$ cat src/rtl/multicycle_control_if.sv
// Handshake/control bundle between the multicycle controller and the MIPS datapath.
// The controller side is "master"; the datapath/memory side is "slave".
interface multicycle_control_if #(
  parameter int CNT_W = 16
);
  // datapath -> controller
  logic [5:0]       opcode;
  logic             mem_ready;

  // controller -> datapath
  logic             PCWrite;
  logic             PCWriteCond;
  logic [1:0]       PCSource;
  logic             IorD;
  logic             MemRead;
  logic             MemWrite;
  logic             IRWrite;
  logic             MemtoReg;
  logic             RegDst;
  logic             RegWrite;
  logic             ALUSrcA;
  logic [1:0]       ALUSrcB;
  logic [1:0]       ALUOp;

  // status / debug
  logic             instr_done;
  logic [CNT_W-1:0] instr_count;
  logic             illegal;
  logic [3:0]       state;

  modport master (
    input  opcode, mem_ready,
    output PCWrite, PCWriteCond, PCSource, IorD, MemRead, MemWrite, IRWrite,
           MemtoReg, RegDst, RegWrite, ALUSrcA, ALUSrcB, ALUOp,
           instr_done, instr_count, illegal, state
  );

  modport slave (
    output opcode, mem_ready,
    input  PCWrite, PCWriteCond, PCSource, IorD, MemRead, MemWrite, IRWrite,
           MemtoReg, RegDst, RegWrite, ALUSrcA, ALUSrcB, ALUOp,
           instr_done, instr_count, illegal, state
  );
endinterface

$ cat src/rtl/multicycle_control.sv
// Main control FSM of the multicycle MIPS datapath.
//
//  state      | meaning
//  -----------+-------------------------------------------------------------
//  FETCH  (0) | read instr at PC, PC+4 -> PC and IR load when memory ready
//  DECODE (1) | read rs/rt, precompute branch target (PC + imm<<2)
//  MEMADR (2) | ALUOut = rs + sign-ext imm for lw/sw
//  MEMRD  (3) | load data read at ALUOut, waits for mem_ready
//  MEMWB  (4) | MDR -> rt, lw retires
//  MEMWR  (5) | store to ALUOut, retires when mem_ready
//  RDEXEC (6) | R-type ALU operation, funct-decoded
//  RWB    (7) | ALUOut -> rd, R-type retires
//  BRANCH (8) | beq compare, PC <= ALUOut if zero, retires
//  JUMP   (9) | PC <= jump target, retires
//  IEXEC (10) | andi: rs & sign-ext imm
//  IWB   (11) | ALUOut -> rt, andi retires
//  TRAP  (15) | illegal opcode, all strobes off, left only through reset
//
// Moore outputs are registered from the next state so they change with the state
// register. Only the FETCH IR/PC loads and the MEMWR retire pulse additionally follow
// mem_ready combinationally, since the memory completes within the same cycle.
module multicycle_control #(
  parameter int CNT_W = 16
) (
  input  logic                  clk,
  input  logic                  rst_n,
  multicycle_control_if.master  bus
);

  typedef enum logic [3:0] {
    FETCH  = 4'd0,
    DECODE = 4'd1,
    MEMADR = 4'd2,
    MEMRD  = 4'd3,
    MEMWB  = 4'd4,
    MEMWR  = 4'd5,
    RDEXEC = 4'd6,
    RWB    = 4'd7,
    BRANCH = 4'd8,
    JUMP   = 4'd9,
    IEXEC  = 4'd10,
    IWB    = 4'd11,
    TRAP   = 4'd15
  } state_t;

  localparam logic [5:0] OP_RTYPE = 6'b000000;
  localparam logic [5:0] OP_LW    = 6'b100011;
  localparam logic [5:0] OP_SW    = 6'b101011;
  localparam logic [5:0] OP_BEQ   = 6'b000100;
  localparam logic [5:0] OP_J     = 6'b000010;
  localparam logic [5:0] OP_ANDI  = 6'b001100;

  localparam logic [1:0] PCSRC_ALU  = 2'b00;
  localparam logic [1:0] PCSRC_OUT  = 2'b01;
  localparam logic [1:0] PCSRC_JMP  = 2'b10;

  localparam logic [1:0] SRCB_RT    = 2'b00;
  localparam logic [1:0] SRCB_FOUR  = 2'b01;
  localparam logic [1:0] SRCB_IMM   = 2'b10;
  localparam logic [1:0] SRCB_IMMSH = 2'b11;

  localparam logic [1:0] ALUOP_ADD  = 2'b00;
  localparam logic [1:0] ALUOP_SUB  = 2'b01;
  localparam logic [1:0] ALUOP_FUNC = 2'b10;
  localparam logic [1:0] ALUOP_AND  = 2'b11;

  // Registered Moore controls. fetch/memwr_done mark the strobes that are
  // qualified by mem_ready at the output.
  typedef struct packed {
    logic       pc_write;
    logic       pc_write_cond;
    logic [1:0] pc_source;
    logic       iord;
    logic       mem_read;
    logic       mem_write;
    logic       mem_to_reg;
    logic       reg_dst;
    logic       reg_write;
    logic       alu_src_a;
    logic [1:0] alu_src_b;
    logic [1:0] alu_op;
    logic       done;
    logic       fetch;
    logic       memwr_done;
  } ctrl_t;

  state_t      state_q;
  state_t      state_nxt;
  ctrl_t       ctrl_q;
  logic        illegal_q;
  logic [CNT_W-1:0] count_q;
  logic        instr_done;

  // Control word for each state; anything not named is 0.
  function automatic ctrl_t decode_ctrl(input state_t s);
    ctrl_t c;
    c = '0;
    case (s)
      FETCH: begin
        c.mem_read  = 1'b1;
        c.alu_src_b = SRCB_FOUR;
        c.pc_source = PCSRC_ALU;
        c.fetch     = 1'b1;
      end
      DECODE: begin
        c.alu_src_b = SRCB_IMMSH;
      end
      MEMADR: begin
        c.alu_src_a = 1'b1;
        c.alu_src_b = SRCB_IMM;
      end
      MEMRD: begin
        c.mem_read = 1'b1;
        c.iord     = 1'b1;
      end
      MEMWB: begin
        c.reg_write  = 1'b1;
        c.mem_to_reg = 1'b1;
        c.done       = 1'b1;
      end
      MEMWR: begin
        c.mem_write  = 1'b1;
        c.iord       = 1'b1;
        c.memwr_done = 1'b1;
      end
      RDEXEC: begin
        c.alu_src_a = 1'b1;
        c.alu_src_b = SRCB_RT;
        c.alu_op    = ALUOP_FUNC;
      end
      RWB: begin
        c.reg_write = 1'b1;
        c.reg_dst   = 1'b1;
        c.done      = 1'b1;
      end
      BRANCH: begin
        c.alu_src_a     = 1'b1;
        c.alu_op        = ALUOP_SUB;
        c.pc_write_cond = 1'b1;
        c.pc_source     = PCSRC_OUT;
        c.done          = 1'b1;
      end
      JUMP: begin
        c.pc_write  = 1'b1;
        c.pc_source = PCSRC_JMP;
        c.done      = 1'b1;
      end
      IEXEC: begin
        c.alu_src_a = 1'b1;
        c.alu_src_b = SRCB_IMM;
        c.alu_op    = ALUOP_AND;
      end
      IWB: begin
        c.reg_write = 1'b1;
        c.done      = 1'b1;
      end
      default: c = '0;
    endcase
    return c;
  endfunction

  // Next-state selection: instruction dispatch in DECODE, memory stalls in FETCH/MEMRD/MEMWR.
  always_comb begin
    state_nxt = state_q;
    case (state_q)
      FETCH:  if (bus.mem_ready) state_nxt = DECODE;
      DECODE: begin
        case (bus.opcode)
          OP_RTYPE:      state_nxt = RDEXEC;
          OP_LW, OP_SW:  state_nxt = MEMADR;
          OP_BEQ:        state_nxt = BRANCH;
          OP_J:          state_nxt = JUMP;
          OP_ANDI:       state_nxt = IEXEC;
          default:       state_nxt = TRAP;
        endcase
      end
      MEMADR: state_nxt = (bus.opcode == OP_LW) ? MEMRD : MEMWR;
      MEMRD:  if (bus.mem_ready) state_nxt = MEMWB;
      MEMWB:  state_nxt = FETCH;
      MEMWR:  if (bus.mem_ready) state_nxt = FETCH;
      RDEXEC: state_nxt = RWB;
      RWB:    state_nxt = FETCH;
      BRANCH: state_nxt = FETCH;
      JUMP:   state_nxt = FETCH;
      IEXEC:  state_nxt = IWB;
      IWB:    state_nxt = FETCH;
      TRAP:   state_nxt = TRAP;
      default: state_nxt = FETCH;
    endcase
  end

  assign instr_done = ctrl_q.done | (ctrl_q.memwr_done & bus.mem_ready);

  // State register, registered controls, sticky trap flag and retire counter.
  always_ff @(posedge clk or negedge rst_n) begin
    if (!rst_n) begin
      state_q   <= FETCH;
      ctrl_q    <= decode_ctrl(FETCH);
      illegal_q <= 1'b0;
      count_q   <= '0;
    end else begin
      state_q <= state_nxt;
      ctrl_q  <= decode_ctrl(state_nxt);
      if (state_nxt == TRAP) illegal_q <= 1'b1;
      if (instr_done) count_q <= count_q + CNT_W'(1);
    end
  end

  // Output mapping; IR/PC loads in FETCH only happen on the cycle memory returns data.
  assign bus.PCWrite     = ctrl_q.pc_write | (ctrl_q.fetch & bus.mem_ready);
  assign bus.PCWriteCond = ctrl_q.pc_write_cond;
  assign bus.PCSource    = ctrl_q.pc_source;
  assign bus.IorD        = ctrl_q.iord;
  assign bus.MemRead     = ctrl_q.mem_read;
  assign bus.MemWrite    = ctrl_q.mem_write;
  assign bus.IRWrite     = ctrl_q.fetch & bus.mem_ready;
  assign bus.MemtoReg    = ctrl_q.mem_to_reg;
  assign bus.RegDst      = ctrl_q.reg_dst;
  assign bus.RegWrite    = ctrl_q.reg_write;
  assign bus.ALUSrcA     = ctrl_q.alu_src_a;
  assign bus.ALUSrcB     = ctrl_q.alu_src_b;
  assign bus.ALUOp       = ctrl_q.alu_op;
  assign bus.instr_done  = instr_done;
  assign bus.instr_count = count_q;
  assign bus.illegal     = illegal_q;
  assign bus.state       = state_q;

endmodule

$ cat src/flat_wrapper.sv
// flat-port wrapper written by rule: the top's interface ports become plain ports
module multicycle_control_flat 
#(
  parameter int CNT_W = 16
)
  (clk, rst_n, bus_opcode, bus_mem_ready, bus_PCWrite, bus_PCWriteCond, bus_PCSource, bus_IorD, bus_MemRead, bus_MemWrite, bus_IRWrite, bus_MemtoReg, bus_RegDst, bus_RegWrite, bus_ALUSrcA, bus_ALUSrcB, bus_ALUOp, bus_instr_done, bus_instr_count, bus_illegal, bus_state);
  multicycle_control_if #(.CNT_W(CNT_W)) bus_i ();
  input  logic clk;
  input  logic rst_n;
  input wire logic [$bits(bus_i.opcode)-1:0] bus_opcode;
  input wire logic [$bits(bus_i.mem_ready)-1:0] bus_mem_ready;
  output wire logic [$bits(bus_i.PCWrite)-1:0] bus_PCWrite;
  output wire logic [$bits(bus_i.PCWriteCond)-1:0] bus_PCWriteCond;
  output wire logic [$bits(bus_i.PCSource)-1:0] bus_PCSource;
  output wire logic [$bits(bus_i.IorD)-1:0] bus_IorD;
  output wire logic [$bits(bus_i.MemRead)-1:0] bus_MemRead;
  output wire logic [$bits(bus_i.MemWrite)-1:0] bus_MemWrite;
  output wire logic [$bits(bus_i.IRWrite)-1:0] bus_IRWrite;
  output wire logic [$bits(bus_i.MemtoReg)-1:0] bus_MemtoReg;
  output wire logic [$bits(bus_i.RegDst)-1:0] bus_RegDst;
  output wire logic [$bits(bus_i.RegWrite)-1:0] bus_RegWrite;
  output wire logic [$bits(bus_i.ALUSrcA)-1:0] bus_ALUSrcA;
  output wire logic [$bits(bus_i.ALUSrcB)-1:0] bus_ALUSrcB;
  output wire logic [$bits(bus_i.ALUOp)-1:0] bus_ALUOp;
  output wire logic [$bits(bus_i.instr_done)-1:0] bus_instr_done;
  output wire logic [$bits(bus_i.instr_count)-1:0] bus_instr_count;
  output wire logic [$bits(bus_i.illegal)-1:0] bus_illegal;
  output wire logic [$bits(bus_i.state)-1:0] bus_state;
  assign bus_i.opcode = bus_opcode;
  assign bus_i.mem_ready = bus_mem_ready;
  assign bus_PCWrite = bus_i.PCWrite;
  assign bus_PCWriteCond = bus_i.PCWriteCond;
  assign bus_PCSource = bus_i.PCSource;
  assign bus_IorD = bus_i.IorD;
  assign bus_MemRead = bus_i.MemRead;
  assign bus_MemWrite = bus_i.MemWrite;
  assign bus_IRWrite = bus_i.IRWrite;
  assign bus_MemtoReg = bus_i.MemtoReg;
  assign bus_RegDst = bus_i.RegDst;
  assign bus_RegWrite = bus_i.RegWrite;
  assign bus_ALUSrcA = bus_i.ALUSrcA;
  assign bus_ALUSrcB = bus_i.ALUSrcB;
  assign bus_ALUOp = bus_i.ALUOp;
  assign bus_instr_done = bus_i.instr_done;
  assign bus_instr_count = bus_i.instr_count;
  assign bus_illegal = bus_i.illegal;
  assign bus_state = bus_i.state;
  multicycle_control #(.CNT_W(CNT_W)) u_core (.clk(clk), .rst_n(rst_n), .bus(bus_i));
endmodule
$ cat config.mk
export PLATFORM = sky130hd
export DESIGN_NAME = multicycle_control_flat
export DESIGN_NICKNAME = d
export VERILOG_FILES = /design/src/rtl/multicycle_control_if.sv /design/src/rtl/multicycle_control.sv /design/src/flat_wrapper.sv
export SDC_FILE = /design/constraint.sdc
export NUM_CORES = 1
export LEC_CHECK = 0
export CAP_MARGIN = 20
export CORE_ASPECT_RATIO = 1.25
export CORE_UTILIZATION = 30
export CTS_CLUSTER_DIAMETER = 120
export CTS_CLUSTER_SIZE = 24
export DETAILED_ROUTE_END_ITERATION = 6
export PLACE_DENSITY = 0.51
export SYNTH_ARGS = -nofsm -noshare
export SYNTH_HDL_FRONTEND = slang
export SYNTH_SLANG_ARGS = --single-unit
$ cat constraint.sdc
create_clock -name clk -period 4.3 [get_ports clk]
set_input_delay 0.645 -clock clk [delete_from_list [all_inputs] [get_ports clk]]
set_output_delay 0.645 -clock clk [all_outputs]
set_load 0.1 [all_outputs]
==> Word level (Yosys, flattened, before mapping) <==
Cells that the tools add are included.
{ "op_classes": {"add_sub_neg": 1, "eq_ne": 24, "reduce_logical": 10, "muxes": 20, "bitwise_logic": 4} }
{ "op_table": {"columns": ["operator", "count"], "rows": [
  ["4-bit one-hot mux with 8 select lines", 1],
  ["4-bit equality test, second input constant", 7],
  ["4-bit by 3-bit equality test with 1-bit output, second input constant", 6],
  ["4-bit one-hot mux with 5 select lines", 1],
  ["16-bit by 1-bit adder with 16-bit output, second input constant", 1],
  ["4-bit by 2-bit equality test with 1-bit output, second input constant", 4],
  ["6-bit equality test, second input constant", 2],
  ["4-bit 2-to-1 mux", 3],
  ["2-bit one-hot mux with 3 select lines", 2],
  ["1-bit 2-to-1 mux", 11],
  ["4-bit by 1-bit equality test with 1-bit output, second input constant", 2],
  ["4-bit zero test", 2],
  ["2-bit OR reduction", 4],
  ["6-bit by 2-bit equality test with 1-bit output, second input constant", 1],
  ["6-bit by 3-bit equality test with 1-bit output, second input constant", 1],
  ["6-bit by 4-bit equality test with 1-bit output, second input constant", 1],
  ["6-bit zero test", 1],
  ["5-bit OR reduction", 1],
  ["2-bit one-hot mux with 2 select lines", 1],
  ["4-bit OR reduction", 1],
  ["3-bit 2-to-1 mux", 1],
  ["3-bit OR reduction", 1],
  ["1-bit bitwise AND", 2],
  ["1-bit bitwise OR", 2]
]} }
{ "word_totals": {"output_inout_bits": 38, "register_bits": 38, "wordCells": 76} }

==> Depth between registers and ports, before layout <==
{ "logic_depth": {"word_depth": 7, "ltp_mapped": 9, "ltp_nobuf": 6} }

==> Worst setup path before layout <==
OpenSTA, ideal clock, no wires.
{ "synth_timing": {"path_kind": "reg-to-reg", "startpoint": "reg u_core.bus.MemWrite (netlist name)", "endpoint": "reg u_core.count_q[13], in the netlist u_core.bus.instr_count[13]", "synth_period_minus_slack_ns": 2.963, "path_buffers": 0, "arrival_ns": 2.805, "slack_ns": 1.337, "setup_ns": 0.158, "stages_incl_launch_ff": 7, "path_cell_list": "dfrtp_1 > a21o_1 > and4_1 > nand2_1 > nor3_1 > nand3_1 > xnor2_1"} }
{ "synth_lines": {"columns": ["item", "line_no", "text"], "rows": [
  ["end signal: assignment", "multicycle_control.sv:205", "if (instr_done) count_q <= count_q + CNT_W'(1);"],
  ["end: declaration", "multicycle_control.sv:91", "logic [CNT_W-1:0] count_q;"]
]} }

==> Final worst setup path <==
{ "layout_timing": {"startpoint": "reg u_core.state_q[0], in the netlist u_core.bus.state[0]", "endpoint": "out bus_state[0]"} }
{ "layout_lines": {"columns": ["item", "line_no", "text"], "rows": [
  ["start: declaration", "multicycle_control.sv:87", "state_t state_q;"],
  ["start signal: assignment", "multicycle_control.sv:202", "state_q <= state_nxt;"],
  ["end: declaration", "flat_wrapper.sv:28", "output wire logic [$bits(bus_i.state)-1:0] bus_state;"]
]} }
No word-level cell between the ends.

==> summary.txt <==
Run status
  • Outcome: finished clean

Logic synthesis
  • Sequential area share after synthesis: 0.5054
  • Cell type with the largest total area after synthesis: dfrtp_1
  • Main combinational cell family by area after synthesis: simple AND/OR/NAND/NOR gates
  • Post-synth EDFFs: 0
  • Fraction of registers with async set/reset: 1.000
  • Syn_area_per_cell: 10.57 sq um
  • Xor and xnor fraction of the mapped netlist area: 0.08571
  • Post-synthesis simple-gate area fraction: 0.2211
  • Ys flop type: dfrtp_1
  • Syn nets: 184
  • Mux share of post-synthesis cell area: 0.02245
  • Compound-Gate Fraction of Synth Area: 0.1095
  • Mapped Cells: 174
  • Synth unique cells: 50
  • Mapped Area: 1839 sq um
  • Area contributors post-synth: dfrtp_1 (46%), xnor2_1 (5.7%), dfstp_2 (4.3%), nand3_1 (3.3%), nand2_1 (2.9%)
  • Yosys top cell area share: 0.4626
  • Flops & latches, synth: 37
  • Synth Warn #: 0
  • Synth Area in Adders: 0.006803

Clocking
  • Clock root buffer: clkbuf_8
  • H-tree depth: 2
  • Clock Latency Late Sink: 0.29 ns
  • CTS tree: built
  • Clock sinks: 37
  • Clock tree buffer depth: 2
  • Post-CTS Resized: 0
  • Clock-pin slew on the worst setup and hold paths: 0.08 ns
  • Hold-fix buffers, CTS: 0
  • Num CTS Buffers: 5
  • Postcts setup bufs: 0

Hold path
  • HP Class: input pin to asynchronous set/reset pin

Die
  • Rows: 31
  • Total core area: 5857 sq um
  • Die X: 72.04 um
  • Initial Util: 0.3140
  • I/O Pins: 47
  • DIE AREA: 6450 sq um
  • Die H: 89.54 um

Timing
  • Fin crit share: 0.6774
  • Slew margin rel.: 0.3496
  • Clock skew: 0.007832 ns
  • Setup TNS: 0 ns
  • Minimum clock period: 2.913 ns
  • Hold Vio Cnt, Final: 0
  • Max-slew violations: 0
  • RSZ-0062 raised after global routing: no
  • Worst slew pin tran: 0.9725 ns
  • Final setup vio count: 0
  • Fmax: 343.3 MHz
  • Fin worst setup slack: 1.387 ns

Routing
  • Detailed-route wire length: 3746 um
  • DRC: 0
  • Via count: 1409
  • DRT iter0 DRCs: 72
  • Pre-antenna DRT Iters: 4
  • Vias per cell: 4.744
  • DR WL/cell: 12.61 um
  • Post-route ant nets: 0

Final layout
  • Multi-input logic area: 819.5 sq um
  • Share of cells above drive strength 1: 0.1302
  • Register area: 929.6 sq um
  • N_diodes: 0
  • Utilization after layout: 0.4100
  • Area growth syn-to-layout: 30.54%
  • Nets: 224
  • Layout filler cell count: 569
  • Fin cells: 297

Worst setup path
  • Max FO, Critical Path: 17
  • Worst R2R End: u_core.bus.MemRead$_DFF_PN1_
  • CP top delay family: buffers and inverters
  • Buffers & Inverters on Critical Path: 1
  • Kind of start point of the critical path: flop
  • Worst path slowest cell: clkdlybuf4s50_1
  • R2R Path Start: u_core.bus.state[0]$_DFF_PN0_
  • Crit path cell chain: clkdlybuf4s50_1
  • Worst Path Arrival: 2.27 ns
  • Setup crit end kind: primary output
  • Critical path class: flop to primary output
  • R2R cell count: 6
  • Worst path max stage delay: 1.25 ns
  • R2R Setup Slk: 2.11 ns
  • Worst path required time: 3.65 ns

Global routing
  • Global-route usage over all layers: 0.1288
  • Initial antenna violation count: 0
  • Vias in the first global route: 1312
  • Largest net degree at the start of global routing: 38
  • Total grt overflow: 0
  • First-pass GRT wire length: 6292 um

Job
  • Max-cap violations: 0

Placed design
  • GP Congestion: 0.7103
  • DP Cell Count: 289
  • Buffers on Ports: 46
  • Dpl ws: 1.515 ns
  • Post-DP HPWL: 2689 um
[worst max-delay path by stage]
stage	from	end	slack (ns)	depth (start not counted)
floorplan	u_core.bus.MemWrite$_DFF_PN0_	u_core.bus.instr_count[13]$_DFFE_PN0P_	1.34	6
global placement	bus_opcode[3]	u_core.bus.ALUOp[0]$_DFF_PN0_	1.54	7
detailed placement	bus_mem_ready	u_core.bus.instr_count[13]$_DFFE_PN0P_	1.51	7
CTS	u_core.bus.state[0]$_DFF_PN0_	bus_state[0]	1.37	1
global route	u_core.bus.state[0]$_DFF_PN0_	bus_state[0]	1.31	1
finish	u_core.bus.state[0]$_DFF_PN0_	bus_state[0]	1.39	1
[stage by stage]
stage               instance area (sq um)  hold slack [ns]
finish                               2401           0.4424
CTS                                  2401           0.4780
global route                         2401           0.4919
floorplan                            1839           0.3494
detailed placement                   2315           0.4647
global placement                     2315           0.4633
[cell usage after synthesis, types with 4 or more instances]
library cell and instances:
dfrtp_1 34, nand2_1 14, nand3_1 12, xnor2_1 12, nor3_1 10, nor2_1 7, buf_4 6, xor2_1 6
a21oi_1 5, o21ai_0 5, clkbuf_1 4, nand2b_1 4
[flip-flops by register name, summed over array words and instances, names as in the netlist, 2 cells and up]
name / flops
u_core.bus.ALUOp: 2
u_core.bus.instr_count: 16
u_core.bus.ALUSrcB: 2
u_core.bus.state: 4
u_core.ctrl_q: 3
[metal layers]
metal / global-route usage / routed length [um] / up-vias
met1: 0.1548 / 1703 / 658
met3: 0.03608 / 207 / 6
met5: 0 / 0 / -
li1: - / - / 693
met2: 0.2161 / 1771 / 52
met4: 0.05704 / 63 / 0
[area by class of cell]
class | instances | share of cell area
Sequential cell | 37 | 0.3872
Multi-Input combinational cell | 120 | 0.3413
Timing Repair Buffer | 46 | 0.1866
Tap cell | 82 | 0.04273
Clock buffer | 5 | 0.02866
Clock inverter | 3 | 0.007295
Inverter | 4 | 0.006253
[cells by family (layout without fill, tap and decap cells)]
kind of cell | Yosys count | in the layout
simple gates | 71 | 71
flops | 37 | 37
compound gates | 26 | 26
xor+xnor | 18 | 18
buf+inv | 17 | 58
mux | 4 | 4
fa+ha+maj | 1 | 1
[placed cells by master, fill, tap and decap left out, types with 4 or more instances in the layout]
master            n
a21oi_1           5
clkbuf_8          5
clkdlybuf4s50_1  42
dfrtp_1          34
nand2_1          14
nand2b_1          4
nand3_1          12
nor2_1            7
nor3_1           10
o21ai_0           5
xnor2_1          12
xor2_1            6
Power is left out: the tool's default activity adds up to more than one toggle a clock period on the data nets, which glitch-free logic cannot reach.
